`src/rtl/ccg_pkg.sv`:
```
// Shared types for the programmable two-input gate network.
// Opcodes, per-output config entry and its reset value.
package ccg_pkg;

   localparam int SEL_MAX = 16;

   typedef enum logic [2:0] {
      OP_BUF  = 3'd0,
      OP_NOT  = 3'd1,
      OP_AND  = 3'd2,
      OP_OR   = 3'd3,
      OP_NAND = 3'd4,
      OP_NOR  = 3'd5,
      OP_XOR  = 3'd6,
      OP_XNOR = 3'd7
   } gate_op_e;

   typedef struct packed {
      gate_op_e             op;
      logic [SEL_MAX-1:0]   sel_a;
      logic [SEL_MAX-1:0]   sel_b;
   } cfg_entry_t;

   localparam cfg_entry_t RESET_ENTRY = '{
      op:    OP_BUF,
      sel_a: '0,
      sel_b: '0
   };

endpackage

```
`src/rtl/ccg_gate_net_pipe_cell.sv`:
```
// Single two-input Boolean gate, selected by opcode.
// Purely combinational.
module ccg_gate_cell
   import ccg_pkg::*;
(
   input  gate_op_e i_op,
   input  logic     i_a,
   input  logic     i_b,
   output logic     o_y
);

   always_comb begin
      o_y = 1'b0;
      unique case (i_op)
         OP_BUF:  o_y = i_a;
         OP_NOT:  o_y = ~i_a;
         OP_AND:  o_y = i_a & i_b;
         OP_OR:   o_y = i_a | i_b;
         OP_NAND: o_y = ~(i_a & i_b);
         OP_NOR:  o_y = ~(i_a | i_b);
         OP_XOR:  o_y = i_a ^ i_b;
         OP_XNOR: o_y = ~(i_a ^ i_b);
         default: o_y = 1'b0;
      endcase
   end

endmodule

```
`src/rtl/ccg_gate_net_pipe.sv`:
```
// Programmable gate network: runtime config table, one gate per output,
// 2-stage valid/ready pipeline with backpressure and a delivery counter.
module ccg_gate_net_pipe
   import ccg_pkg::*;
#(
   parameter int NUM_IN  = 2,
   parameter int NUM_OUT = 5,
   parameter int SEL_W   = (NUM_IN  > 1) ? $clog2(NUM_IN)  : 1,
   parameter int ADDR_W  = (NUM_OUT > 1) ? $clog2(NUM_OUT) : 1,
   parameter int CNT_W   = 16
) (
   input  logic               clk,
   input  logic               rst_n,
   input  logic               cfg_we,
   input  logic [ADDR_W-1:0]  cfg_addr,
   input  logic [2:0]         cfg_op,
   input  logic [SEL_W-1:0]   cfg_sel_a,
   input  logic [SEL_W-1:0]   cfg_sel_b,
   output logic               cfg_err,
   input  logic               in_valid,
   output logic               in_ready,
   input  logic [NUM_IN-1:0]  x,
   output logic               out_valid,
   input  logic               out_ready,
   output logic [NUM_OUT-1:0] f,
   output logic [CNT_W-1:0]   out_count
);

   cfg_entry_t          r_tbl [NUM_OUT];
   logic                r_cfg_err;
   logic                r_s1_v;
   logic                r_s2_v;
   logic [NUM_OUT-1:0]  r_s1_f;
   logic [NUM_OUT-1:0]  r_s2_f;
   logic [CNT_W-1:0]    r_cnt;

   logic                w_wr_ok;
   logic                w_s2_load;
   logic                w_accept;
   logic                w_deliver;
   logic [NUM_OUT-1:0]  w_f_next;

   assign w_wr_ok   = (32'(cfg_addr)  < NUM_OUT)
                   && (32'(cfg_sel_a) < NUM_IN)
                   && (32'(cfg_sel_b) < NUM_IN);
   assign w_s2_load = !r_s2_v || out_ready;
   assign in_ready  = !r_s1_v || w_s2_load;
   assign w_accept  = in_valid && in_ready;
   assign w_deliver = r_s2_v && out_ready;

   always_ff @(posedge clk or negedge rst_n) begin
      if (!rst_n) begin
         for (int i = 0; i < NUM_OUT; i++) begin
            r_tbl[i] <= RESET_ENTRY;
         end
         r_cfg_err <= 1'b0;
      end else begin
         r_cfg_err <= cfg_we && !w_wr_ok;
         if (cfg_we && w_wr_ok) begin
            for (int i = 0; i < NUM_OUT; i++) begin
               if (cfg_addr == ADDR_W'(i)) begin
                  r_tbl[i] <= '{
                     op:    gate_op_e'(cfg_op),
                     sel_a: SEL_MAX'(cfg_sel_a),
                     sel_b: SEL_MAX'(cfg_sel_b)
                  };
               end
            end
         end
      end
   end

   // Operand pick by one-hot mask so any select width maps cleanly onto x
   for (genvar g = 0; g < NUM_OUT; g++) begin : g_cell
      logic w_a;
      logic w_b;
      assign w_a = |(x & (NUM_IN'(1) << r_tbl[g].sel_a));
      assign w_b = |(x & (NUM_IN'(1) << r_tbl[g].sel_b));
      ccg_gate_cell u_cell (
         .i_op (r_tbl[g].op),
         .i_a  (w_a),
         .i_b  (w_b),
         .o_y  (w_f_next[g])
      );
   end

   always_ff @(posedge clk or negedge rst_n) begin
      if (!rst_n) begin
         r_s1_v <= 1'b0;
         r_s1_f <= '0;
         r_s2_v <= 1'b0;
         r_s2_f <= '0;
      end else begin
         if (w_accept) begin
            r_s1_v <= 1'b1;
            r_s1_f <= w_f_next;
         end else if (r_s1_v && w_s2_load) begin
            r_s1_v <= 1'b0;
         end
         if (w_s2_load) begin
            r_s2_v <= r_s1_v;
            if (r_s1_v) begin
               r_s2_f <= r_s1_f;
            end
         end
      end
   end

   always_ff @(posedge clk or negedge rst_n) begin
      if (!rst_n) begin
         r_cnt <= '0;
      end else if (w_deliver && (r_cnt != {CNT_W{1'b1}})) begin
         r_cnt <= r_cnt + 1'b1;
      end
   end

   assign cfg_err   = r_cfg_err;
   assign out_valid = r_s2_v;
   assign f         = r_s2_f;
   assign out_count = r_cnt;

endmodule

```
`config.mk`:
```
export PLATFORM = sky130hd
export DESIGN_NAME = ccg_gate_net_pipe
export DESIGN_NICKNAME = d
export VERILOG_FILES = /design/src/rtl/ccg_pkg.sv /design/src/rtl/ccg_gate_net_pipe_cell.sv /design/src/rtl/ccg_gate_net_pipe.sv
export SDC_FILE = /design/constraint.sdc
export NUM_CORES = 1
export LEC_CHECK = 0
export ABC_AREA = 1
export BUFFER_PORTS_ARGS = -buffer_cell sky130_fd_sc_hd__buf_2
export CORE_ASPECT_RATIO = 1.2
export CORE_MARGIN = 8
export CORE_UTILIZATION = 26
export CTS_CLUSTER_SIZE = 14
export DETAILED_ROUTE_END_ITERATION = 8
export GPL_ROUTABILITY_DRIVEN = 0
export SLEW_MARGIN = 40
export SYNTH_ARGS = -nofsm -noshare
export SYNTH_HDL_FRONTEND = slang
export SYNTH_SLANG_ARGS = --single-unit
```
`constraint.sdc`:
```
create_clock -name clk -period 2.9 [get_ports clk]
set_input_delay 0.58 -clock clk [delete_from_list [all_inputs] [get_ports clk]]
set_output_delay 0.58 -clock clk [all_outputs]
set_load 0.03 [all_outputs]
```
; After elaboration in Yosys (flattened, before gate mapping)
; Index checks and enable logic that the tools add are counted.
[op_classes]
add_sub_neg = 1
magnitude_cmp = 1
eq_ne = 40
shift = 10
mux = 7
bitwise_logic = 45
n_reduce_logical = 34
[op_table]
columns = cell, count
row1 = "== test 3 bit, second input constant", 21
row2 = one-hot mux 1 bit (8 select lines), 5
row3 = "== test 3 x 2 -> 1 bit, second input constant", 12
row4 = AND 2 bit, 10
row5 = inverter 1 bit, 20
row6 = OR reduction 2 bit, 10
row7 = "left shift 1 x 1 -> 2 bit, first input constant", 10
row8 = "== test 3 x 1 -> 1 bit, second input constant", 6
row9 = logical NOT 3 bit, 6
row10 = "adder 16 x 1 -> 16 bit, second input constant", 1
row11 = "inequality test 16 bit, second input constant", 1
row12 = AND reduction 2 bit, 6
row13 = logical AND 1 bit, 6
row14 = AND 1 bit, 5
row15 = bitwise OR 1 bit, 5
row16 = XOR 1 bit, 5
row17 = logical NOT 1 bit, 3
row18 = "less-than comparator 3 bit, second input constant", 1
row19 = logical OR 1 bit, 2
row20 = 2-to-1 mux 1 bit, 2
row21 = nonzero test 2 bit, 1
[totals]
ff_bits = 54
inputBits = 15
output_inout_bits = 24
elab_cells = 159

; Depth between registers and ports, before layout
; Gate-level depths: netlist of the first run.
[logic_depth]
word_depth = 6
depth_mapped = 14
mapped_depth_nobuf = 14

; Cells and area by module
; Synthesis of the first run repeated with hierarchy kept, for this count alone.
[unflattened]
cells_unflattened = 448
area_unflattened_um2 = 3149.3
[modules_own_cells]
columns = module, instances, cells_each, area_per_inst_um2, seq_area_each_um2
row1 = ccg_gate_net_pipe, 1, 313, 2529.9, 1351.3
row2 = ccg_gate_cell, 5, 27, 123.9, 0.0

; Worst setup path before layout of the first run
; Ideal clock, no wire load.
[synth_path]
path_kind = input to register
startpoint = in x[0]
endpoint = reg r_s1_f[4]
setup_time_ns = 0.117
arrival_ns = 1.706
required_time_ns = 2.783
setup_slack_ns = 1.078
cell_stages = 13
n_path_buf = 1
cell_sequence = clkbuf_1 -> nand2_1 -> nand2_1 -> inv_1 -> ha_1 -> inv_1 -> nand2_1 -> nand3_1 -> nand3_1 -> nand2_1 -> inv_1 -> nand2_1 -> nand2_1
[synth_via]
elab_chain_cells = 5
elab_cells_between_ends = 12
classes_between = mux (1) / bitwise (9) / reduce/logical (2)
[synth_rtl]
columns = element, line
row1 = from (decl), ccg_gate_net_pipe.sv:22  ; input logic [NUM_IN-1:0] x,
row2 = "AND 2 bit, on equally long branches", "ccg_gate_net_pipe.sv:77, ccg_gate_net_pipe.sv:78"
row3 = "OR reduction 2 bit, on equally long branches", "ccg_gate_net_pipe.sv:77, ccg_gate_net_pipe.sv:78"
row4 = XOR 1 bit (tied with other cells), "ccg_gate_net_pipe_cell.sv:21, ccg_gate_net_pipe_cell.sv:22"
row5 = "inverter 1 bit, on equally long branches", "ccg_gate_net_pipe_cell.sv:22, ccg_gate_net_pipe_cell.sv:19, ccg_gate_net_pipe_cell.sv:20"
row6 = one-hot mux 1 bit (8 select lines) *, ccg_gate_net_pipe_cell.sv:14  ; unique case (i_op)
row7 = to (signal assigned), ccg_gate_net_pipe.sv:96  ; r_s1_f <= w_f_next;
row8 = to (decl), ccg_gate_net_pipe.sv:33  ; logic [NUM_OUT-1:0] r_s1_f;
; Mark *: on every way between the ends. The rest lies on a longest branch, timed or not.
; A chain may end at the register's enable or synchronous reset.

; Final worst setup path of the first run
[layout_path]
startpoint = reg r_cnt[0], in the netlist out_count[0]
endpoint = reg r_cnt[11], in the netlist out_count[11]
[layout_via]
elab_chain_cells = 2
elab_cells_between_ends = 3
classes_between = add/sub (1) / eq/ne (1) / reduce/logical (1)
[layout_rtl]
columns = element, line
row1 = from (decl), ccg_gate_net_pipe.sv:35  ; logic [CNT_W-1:0] r_cnt;
row2 = from (signal assigned), ccg_gate_net_pipe.sv:113  ; r_cnt <= r_cnt + 1'b1;
row3 = "parallel branches: the longest is 2 deep, another holds adder 16 x 1 -> 16 bit", n/a
; Parallel ways; which one is timed is not known.

==> results of run 1 <==
## final timing paths
path / startpoint / endpoint / cells after the start / slack, ns
setup reg to reg: out_count[0]$_DFFE_PN0P_ / out_count[11]$_DFFE_PN0P_ / 8 / 1.16
max in group asynchronous: rst_n / r_tbl[67]$_DFFE_PN0P_ / 2 / 2.10
setup / recovery: out_count[0]$_DFFE_PN0P_ / out_count[11]$_DFFE_PN0P_ / 8 / 1.16
hold reg to reg: r_s1_f[3]$_DFFE_PN0P_ / r_s1_f[3]$_DFFE_PN0P_ / 2 / 0.48
min in group clk: r_s1_f[3]$_DFFE_PN0P_ / r_s1_f[3]$_DFFE_PN0P_ / 2 / 0.48
hold / removal: rst_n / out_count[6]$_DFFE_PN0P_ / 1 / 0.26
## final cells by class
class                           count  area (um2)
Sequential cell                    54        1350
Inverter                           56         210
Tap cell                          161         201
Clock inverter                      2        16.3
Timing Repair Buffer               40         208
Multi-Input combinational cell    318        1540
Fill cell                        1307        8230
Clock buffer                        6         139
## state kept, by name, summed over array words and instances, names as in the netlist
signal,cells
cfg_err,1
f,5
out_count,16
out_valid,1
r_s1_f,5
r_s1_v,1
r_tbl,25
## layout by cell type, fill, tap and decap left out, types with 2 or more instances in the layout
cell / synthesis / final
nand3_1: 22 / 22
nor2_1: 28 / 28
o21ai_1: 6 / 6
buf_4: 0 / 3
nand4_1: 4 / 4
nand2_2: 2 / 2
buf_2: 0 / 37
o21ai_0: 37 / 37
nand2_1: 180 / 180
xnor2_1: 4 / 4
inv_1: 56 / 56
nand3b_1: 4 / 4
dfrtp_1: 54 / 54
a21oi_1: 4 / 4
mux2_2: 5 / 5
clkbuf_16: 0 / 5
nor2_4: 4 / 4
ha_1: 11 / 11
## power groups by stage
| stage | sequential (uW) | combinational (uW) | clock (uW) |
|---|---|---|---|
| final | 1150 | 946 | 638 |
| after global routing | 1190 | 1080 | 687 |
| after CTS | 1150 | 963 | 656 |
| after detailed placement | 1170 | 959 | 0 |
| after global placement | 1160 | 927 | 0 |
| after floorplan | 1320 | 506 | 0 |
## stage by stage
step	cells	total power (uW)
final	637	2740
after global routing	637	2950
after CTS	637	2770
after detailed placement	629	2120
after global placement	629	2080
after floorplan	431	1820
## logic make-up after synthesis
group                    Yosys count  share of synthesized area, %
flip-flops                        54                          43.2
AND/OR/NAND/NOR                  247                          33.0
buffers and inverters             59                          7.57
AO/OA/AOI/OAI                     50                          8.57
multiplexers                       5                          1.80
adder cells (fa/ha/maj)           11                          4.40
XOR/XNOR                           5                          1.40
## per-layer routing
metal / part of all wire, % / track usage [%]
met1: 46 / 12.0
met2: 48 / 17.6
met3: 4.8 / 2.13
met4: 1.1 / 2.82
met5: 0 / 0
==> impl_metrics.csv, run 1 <==
group,metric,value,unit
yosys,synth_nets,457,
yosys,synthCells,431,
place,post_dp_cell_area,3510,um2
timing,period_share,59.9,%
detailed_routing,drt-total-wl,7410,um
critical_path,path_common_cell,"nor2_4",
critical_path,crit_chain,"ha_1 -> inv_1 -> nor2_4 -> nand2_4 -> nor2_4 -> nor2_4 -> nand2_1 -> o21ai_2",
detailed_routing,dr.pass1.iters,4,
clocking,cts_buffers,5,
pwr,p_per_area,747,nW/um2
pwr,p_int,1620,uW
timing,rsz0062_at_grt,"false",
layout,fin_area,3660,um2
critical_path,critPathLaunchType,"flop",
layout,layout.nets,501,
global_routing,overflow,0,
yosys,synth-async-reset-ratio,100,%
clocking,cts_resized,0,
detailed_routing,wire_per_inst,11.6,um
worst_hold_path,hp-class,"in2async",
critical_path,critical_path.max_fanout,19,
yosys,synth-edff-count,0,
detailed_routing,ant_nets,0,
critical_path,critPathKind,"reg2reg",
clocking,insertion_delay,0.30,ns
place,place.detailed.hpwl,5650,um
timing,max_freq,576,MHz
die,core,11900,um2
yosys,synth_ff_type,"dfrtp_1",
yosys,synth_common_cells,"180 x nand2_1, 56 x inv_1, 54 x dfrtp_1",
global_routing,grt_max_degree,42,
clocking,cts_tree,"yes",
detailed_routing,via_per_inst,4.35,
die,die_w,116,um
yosys,synth_cell_types,24,
critical_path,crit_required,3.12,ns
yosys,ys_warn_count,0,
clocking,clockRootBuffer,"clkbuf_16",
outcome,status,"complete, no violations",
pwr,leakagePower,0.00192,uW
timing,period_needed,1.74,ns
timing,hold_viol,0,
layout,syn2layout_area_growth,17.2,%
yosys,synth_top_area_share,43.2,%
yosys,yosysMostFrequentCell,"nand2_1",
die,start_util,26.3,%
critical_path,cp_slowest_cell,"dfrtp_1",
place,dp_slack,0.929,ns
die,die-area,15800,um2
critical_path,crit_arrival,1.96,ns
clocking,path_clk_slew,0.07,ns
clocking,cts_max_level,2,
critical_path,cpPeakStageDelay,0.46,ns
clocking,hold_buffers,0,
place,numPortBuffers,38,
pwr,pwr-share-clk,23.3,%
layout,diodes,0,
clocking,cts_sinks,54,
clocking,post_cts_buffers,0,
pwr,p_sw,1120,uW
clocking,clockBufferDepth,2,
global_routing,antenna_found_initial,0,
pwr,irDropWorstVdd,0.000299,V
layout,post-route-util,30.8,%
timing,setup_slack,1.16,ns
timing,worstMarginPinSlew,0.553,ns
layout,final_layout_size_suffix_gt1_share,13.4,%
timing,relSlewSlack,63.1,%
pwr,power_frac_comb,34.6,%
yosys,synthTopCellsByArea,"dfrtp_1 43%, nand2_1 22%, inv_1 6.7%",
detailed_routing,drtIter0Drc,143,
pwr,switching_share,40.8,%
yosys,ys_seq_area_share,43.2,%
yosys,synth_top_area_cell,"dfrtp_1",
timing,maxSlewViolCount,0,
global_routing,first_global_vias,2789,
yosys,netlist_area,3130,um2
global_routing,grt_util_all_layers,10.0,%
die,ios,39,
timing,tns,0,ns
run,cap_violations,0,
yosys,synth-seq-cells,54,
pwr,pwr-share-seq,42.1,%
die,chipHeight,136,um
global_routing,grt_pass1_wl,12800,um
detailed_routing,drc,0,
critical_path,path_delay_family,"simple AND/OR/NAND/NOR gates",
yosys,avgSynthCellArea,7.25,um2
critical_path,end_kind,"flop",
detailed_routing,via_count,2772,
timing,finalSetupViolCount,0,
timing,holdWs,0.265,ns
die,rows,44,
critical_path,path_buf_inv,1,
timing,clock_skew,0.00940,ns
No activity file was read; power rests on OpenSTA's default activity.
==> run 2, diff against run 1 <==
- clock period: 2.9 -> 1.6 ns (I/O delays scaled with it)
==> run 2 against run 1 <==
Utilization is 1.9 points higher. Largest power group unchanged. Die area is the same. The flow now finishes with violations (negative hold slack). Fmax is 12% higher. Critical path type unchanged. Cell count up 2.8%. Flip-flop and latch count is the same.
==> impl_metrics.csv, run 2 (synthesized netlist as in run 1, its figures left out) <==
group,metric,value,unit
critical_path,worstRegToRegCells,10,
pwr,leakagePower,0.00202,uW
die,die_w,116,um
layout,syn2layout_area_growth,24.6,%
timing,tns,0,ns
die,core,11900,um2
critical_path,end_kind,"flop",
pwr,pwr-share-seq,39.2,%
outcome,violations,"negative hold slack",
pwr,switching_share,40.2,%
global_routing,grt_util_all_layers,10.0,%
run,cap_violations,0,
timing,rsz0062_at_grt,"true",
timing,period_share,97.0,%
global_routing,grt_pass1_wl,12700,um
layout,final_layout_size_suffix_gt1_share,20.4,%
place,post_dp_cell_area,3590,um2
detailed_routing,via_per_inst,4.32,
layout,post-route-util,32.8,%
detailed_routing,dr.pass1.iters,6,
timing,relSlewSlack,78.2,%
die,ios,39,
layout,diodes,0,
clocking,hold_buffers,0,
clocking,cts_max_level,2,
clocking,clockBufferDepth,2,
timing,max_freq,644,MHz
layout,largest_register_ffs,25,
outcome,status,"finished, violations left",
pwr,p_per_area,1330,nW/um2
die,start_util,26.3,%
critical_path,critical_path.max_fanout,3,
layout,regMostFlops,"r_tbl",
layout,fin_area,3890,um2
timing,maxSlewViolCount,0,
die,rows,44,
layout,layout_commonest_cell,"nand2_1",
layout,multi_input_area,1600,um2
timing,finalSetupViolCount,0,
clocking,cts_sinks,54,
place,numPortBuffers,38,
critical_path,critPathKind,"reg2reg",
clocking,path_clk_slew,0.07,ns
global_routing,first_global_vias,2775,
timing,holdWs,-0.0000706,ns
detailed_routing,drtIter0Drc,160,
pwr,p_int,3110,uW
layout,fill_cells,1306,
timing,worstMarginPinSlew,0.325,ns
detailed_routing,drc,0,
global_routing,overflow,0,
place,dp_cells,638,
clocking,clockRootBuffer,"clkbuf_16",
die,die-area,15800,um2
global_routing,grt_max_degree,55,
worst_hold_path,hp-class,"in2async",
global_routing,antenna_found_initial,0,
detailed_routing,drt-total-wl,7880,um
timing,period_needed,1.55,ns
critical_path,crit_required,1.79,ns
timing,hold_viol,1,
place,place.detailed.hpwl,5780,um
layout,seqCellArea,1350,um2
clocking,cts_buffers,5,
clocking,cts_tree,"yes",
detailed_routing,via_count,2830,
clocking,insertion_delay,0.29,ns
pwr,irDropWorstVdd,0.000497,V
pwr,pwr-share-clk,21.7,%
pwr,power_frac_comb,39.1,%
die,chipHeight,136,um
layout,layout_common_cells,"172 x nand2_1, 52 x inv_1, 52 x dfrtp_1",
critical_path,critPathLaunchType,"flop",
layout,layout.nets,519,
detailed_routing,wire_per_inst,12.0,um
detailed_routing,ant_nets,0,
pwr,power,5200,uW
pwr,p_sw,2090,uW
layout,layoutNonFillerInstCount,655,
timing,clock_skew,0.00331,ns
critical_path,crit_arrival,1.74,ns
[run 2: changes by cell type in the layout (fill, tap and decap cells not counted), moves of 3 or more]
cell / delta
buf_4: +14
inv_2: +4
nand2_2: +8
nand2_1: -8
o21ai_1: +3
buf_12: +3
o21ai_0: -5
ha_1: -3
inv_1: -4
[run 2: power groups by stage]
stage / clock, uW / combinational, uW / sequential [uW]
after CTS: 1170 / 1920 / 2030
after floorplan: 0 / 920 / 2390
after global placement: 0 / 1850 / 2040
final: 1130 / 2030 / 2030
after detailed placement: 0 / 1920 / 2060
after global routing: 1210 / 2270 / 2090
[run 2: stage by stage]
stage / hold WS [ns] / setup slack [ns]
after floorplan: 0.0244 / 0.0138
after global placement: 0.346 / -0.0239
after detailed placement: 0.345 / -0.0661
after CTS: 0.0310 / 0.0223
after global routing: 0.0242 / -0.0694
final: -0.0000706 / 0.0483
[run 2: repair_timing]
| action | 4_1_cts | 5_1_grt |
|---|---|---|
| setup endpoints to repair | 0 | 21 |
| setup buffers | 0 | 9 |
| gates resized for setup | 0 | 22 |
| hold endpoints to repair | 0 | 0 |
[run 2: worst paths after layout]
kind	start	to	slack (ns)
setup / recovery	r_tbl[51]$_DFFE_PN0P_	r_s1_f[3]$_DFFE_PN0P_	0.05
hold / removal	rst_n	out_count[2]$_DFFE_PN0P_	-0.00007
setup reg to reg	r_tbl[51]$_DFFE_PN0P_	r_s1_f[3]$_DFFE_PN0P_	0.05
hold reg to reg	r_s1_f[3]$_DFFE_PN0P_	r_s1_f[3]$_DFFE_PN0P_	0.47
max in group asynchronous	rst_n	out_count[4]$_DFFE_PN0P_	1.31
min in group clk	cfg_addr[2]	cfg_err$_DFF_PN0_	0.28
[run 2: cell type report]
class | count | share of cell area, %
Sequential cell | 54 | 34.8
Multi-Input combinational cell | 318 | 41.1
Clock inverter | 2 | 0.321
Clock buffer | 6 | 3.57
Tap cell | 161 | 5.17
Timing Repair Buffer | 58 | 9.70
Inverter | 56 | 5.40
[run 2: layer usage]
layer	up-vias	track usage (%)	wire length (um)	share of wire [%]
li1	1469	-	-	-
met1	1304	12.0	3570	45
met2	49	17.3	3900	49
met3	8	2.44	342	4.3
met4	0	2.74	69	0.88
met5	-	0	0	0
[run 2: worst max-delay path, stage by stage (launching register included)]
cell and delay [ns]:
dfrtp_1 0.41, nand2_1 0.13, nand2_2 0.08, buf_4 0.14
ha_1 0.20, nor2_1 0.13, nor2_1 0.05, a21oi_1 0.15
nand2_1 0.06, nand2_1 0.06, nand2_1 0.04
==> run 3, diff against run 2 <==
- CORE_ASPECT_RATIO: 1.2 -> not set
==> run 3 against run 2 <==
Utilization down 0.34 points. Die area is essentially flat. Clock skew up 0.0048 ns. Worst setup slack improved by 0.043 ns. Sequential share of layout area rose by 0.45 points. Flip-flop and latch count stayed put. Non-clock buffer count stayed put. The run still ends with negative hold slack left. Count of clock-buffer cells in the layout unchanged. Power shrank 2.0%. Routed wire length shrank 2.6%. Cell count fell by 2.3%. Largest power group unchanged.
==> impl_metrics.csv, run 3 (synthesized netlist as in run 1, its figures left out) <==
group,metric,value,unit
detailed_routing,drc,0,
clocking,cts_max_level,2,
global_routing,antenna_found_initial,0,
global_routing,overflow,0,
layout,syn2layout_area_growth,23.0,%
critical_path,critPathKind,"reg2reg",
die,ios,39,
critical_path,worstRegToRegCells,9,
layout,final_layout_size_suffix_gt1_share,20.3,%
timing,max_freq,663,MHz
timing,holdWs,-0.00304,ns
global_routing,grt_max_degree,27,
outcome,status,"finished, violations left",
timing,period_share,94.3,%
critical_path,critical_path.max_fanout,3,
detailed_routing,ant_nets,0,
timing,rsz0062_at_grt,"true",
clocking,cts_tree,"yes",
layout,layout_common_cells,"170 x nand2_1, 52 x inv_1, 52 x dfrtp_1",
global_routing,grt_pass1_wl,12700,um
clocking,insertion_delay,0.30,ns
die,start_util,26.4,%
clocking,path_clk_slew,0.07,ns
pwr,p_per_area,1320,nW/um2
timing,finalSetupViolCount,0,
critical_path,reg2reg_to,"r_s1_f[2]$_DFFE_PN0P_",
clocking,clockBufferDepth,2,
layout,regMostFlops,"r_tbl",
worst_hold_path,hp-class,"in2async",
timing,worstMarginPinSlew,0.536,ns
layout,layout_commonest_cell,"nand2_1",
critical_path,end_kind,"flop",
timing,tns,0,ns
pwr,leakagePower,0.00200,uW
detailed_routing,highest_layer,"met4",
die,die-area,15800,um2
timing,setup_slack,0.0917,ns
die,chipHeight,126,um
clocking,cts_sinks,54,
die,die_w,126,um
die,core,11900,um2
detailed_routing,drtIter0Drc,167,
detailed_routing,via_per_inst,4.41,
critical_path,timing.rr.start,"r_tbl[70]$_DFFE_PN0P_",
layout,layout.nets,519,
detailed_routing,via_count,2823,
place,dp_slack,-0.109,ns
timing,maxSlewViolCount,0,
detailed_routing,dr.pass1.iters,6,
run,cap_violations,0,
layout,diodes,0,
detailed_routing,wl_met3,453,um
critical_path,crit_arrival,1.70,ns
detailed_routing,drt-met1-wl,3540,um
place,numPortBuffers,38,
global_routing,first_global_vias,2735,
critical_path,critPathLaunchType,"flop",
clocking,clockRootBuffer,"clkbuf_16",
place,place.detailed.hpwl,5680,um
die,rows,40,
layout,largest_register_ffs,25,
pwr,power,5090,uW
timing,hold_viol,2,
timing,relSlewSlack,64.3,%
timing,clock_skew,0.00812,ns
layout,layoutNonFillerInstCount,640,
detailed_routing,wire_per_inst,12.0,um
detailed_routing,route.met2.wl,3610,um
global_routing,grt_util_all_layers,9.76,%
pwr,irDropWorstVdd,0.000514,V
place,dp_cells,625,
critical_path,crit_required,1.79,ns
timing,period_needed,1.51,ns
detailed_routing,drt-total-wl,7680,um
critical_path,r2r_slack,0.09,ns
outcome,violations,"negative hold slack",
clocking,cts_buffers,5,
-- run 3: what timing repair did --
| item | CTS | global route |
|---|---|---|
| buffers inserted | 0 | 8 |
| gates resized for setup | 0 | 23 |
| hold buffers | 0 | 0 |
| endpoints found under the setup margin | 0 | 18 |
-- run 3: how the worst max path moves through the flow --
stage / to / cells after the start / from
3_3_place_gp: r_s1_f[0]$_DFFE_PN0P_ / 13 / x[1]
3_5_place_dp: r_s1_f[4]$_DFFE_PN0P_ / 13 / x[1]
5_1_grt: r_s1_f[3]$_DFFE_PN0P_ / 14 / r_tbl[51]$_DFFE_PN0P_
4_1_cts: r_s1_f[4]$_DFFE_PN0P_ / 10 / r_tbl[0]$_DFFE_PN0P_
6_report: r_s1_f[2]$_DFFE_PN0P_ / 9 / r_tbl[70]$_DFFE_PN0P_
2_1_floorplan: out_count[10]$_DFFE_PN0P_ / 9 / out_count[0]$_DFFE_PN0P_
-- run 3: layout make-up --
cell class,count,area (um2)
clock buffers,6,129
well taps,147,184
clock inverters,1,7.51
flip-flops and latches,54,1350
inverters,56,210
repair buffers,58,378
fillers,1257,8020
multi-input cells,318,1580
-- run 3: routing by layer --
metal  vias up  track usage (%)
met4         0             2.44
met1      1294             11.6
li1       1465                -
met2        57             16.6
met3         7             3.16
met5         -                0
-- run 3: critical path: stages (launching register included) --
cell and delay (ns):
dfrtp_1 0.41, o21ai_1 0.27, inv_1 0.09, ha_1 0.20, nor2_1 0.10, nor2_1 0.04
a21oi_1 0.14, nand2_1 0.06, nand2_1 0.06, nand2_1 0.04
-- run 3: metrics by stage --
step / hold WS [ns] / utilization (%) / area (um2)
after floorplan: 0.0244 / - / 3130
after CTS: 0.0306 / 31.3 / 3720
final: -0.00304 / 32.4 / 3840
after global placement: 0.347 / 30.2 / 3580
after global routing: 0.0361 / 32.4 / 3840
after detailed placement: 0.353 / 30.2 / 3580
-- run 3: power by group --
part	switching, uW	internal [uW]
logic	1240	739
registers	320	1720
clock network	500	574
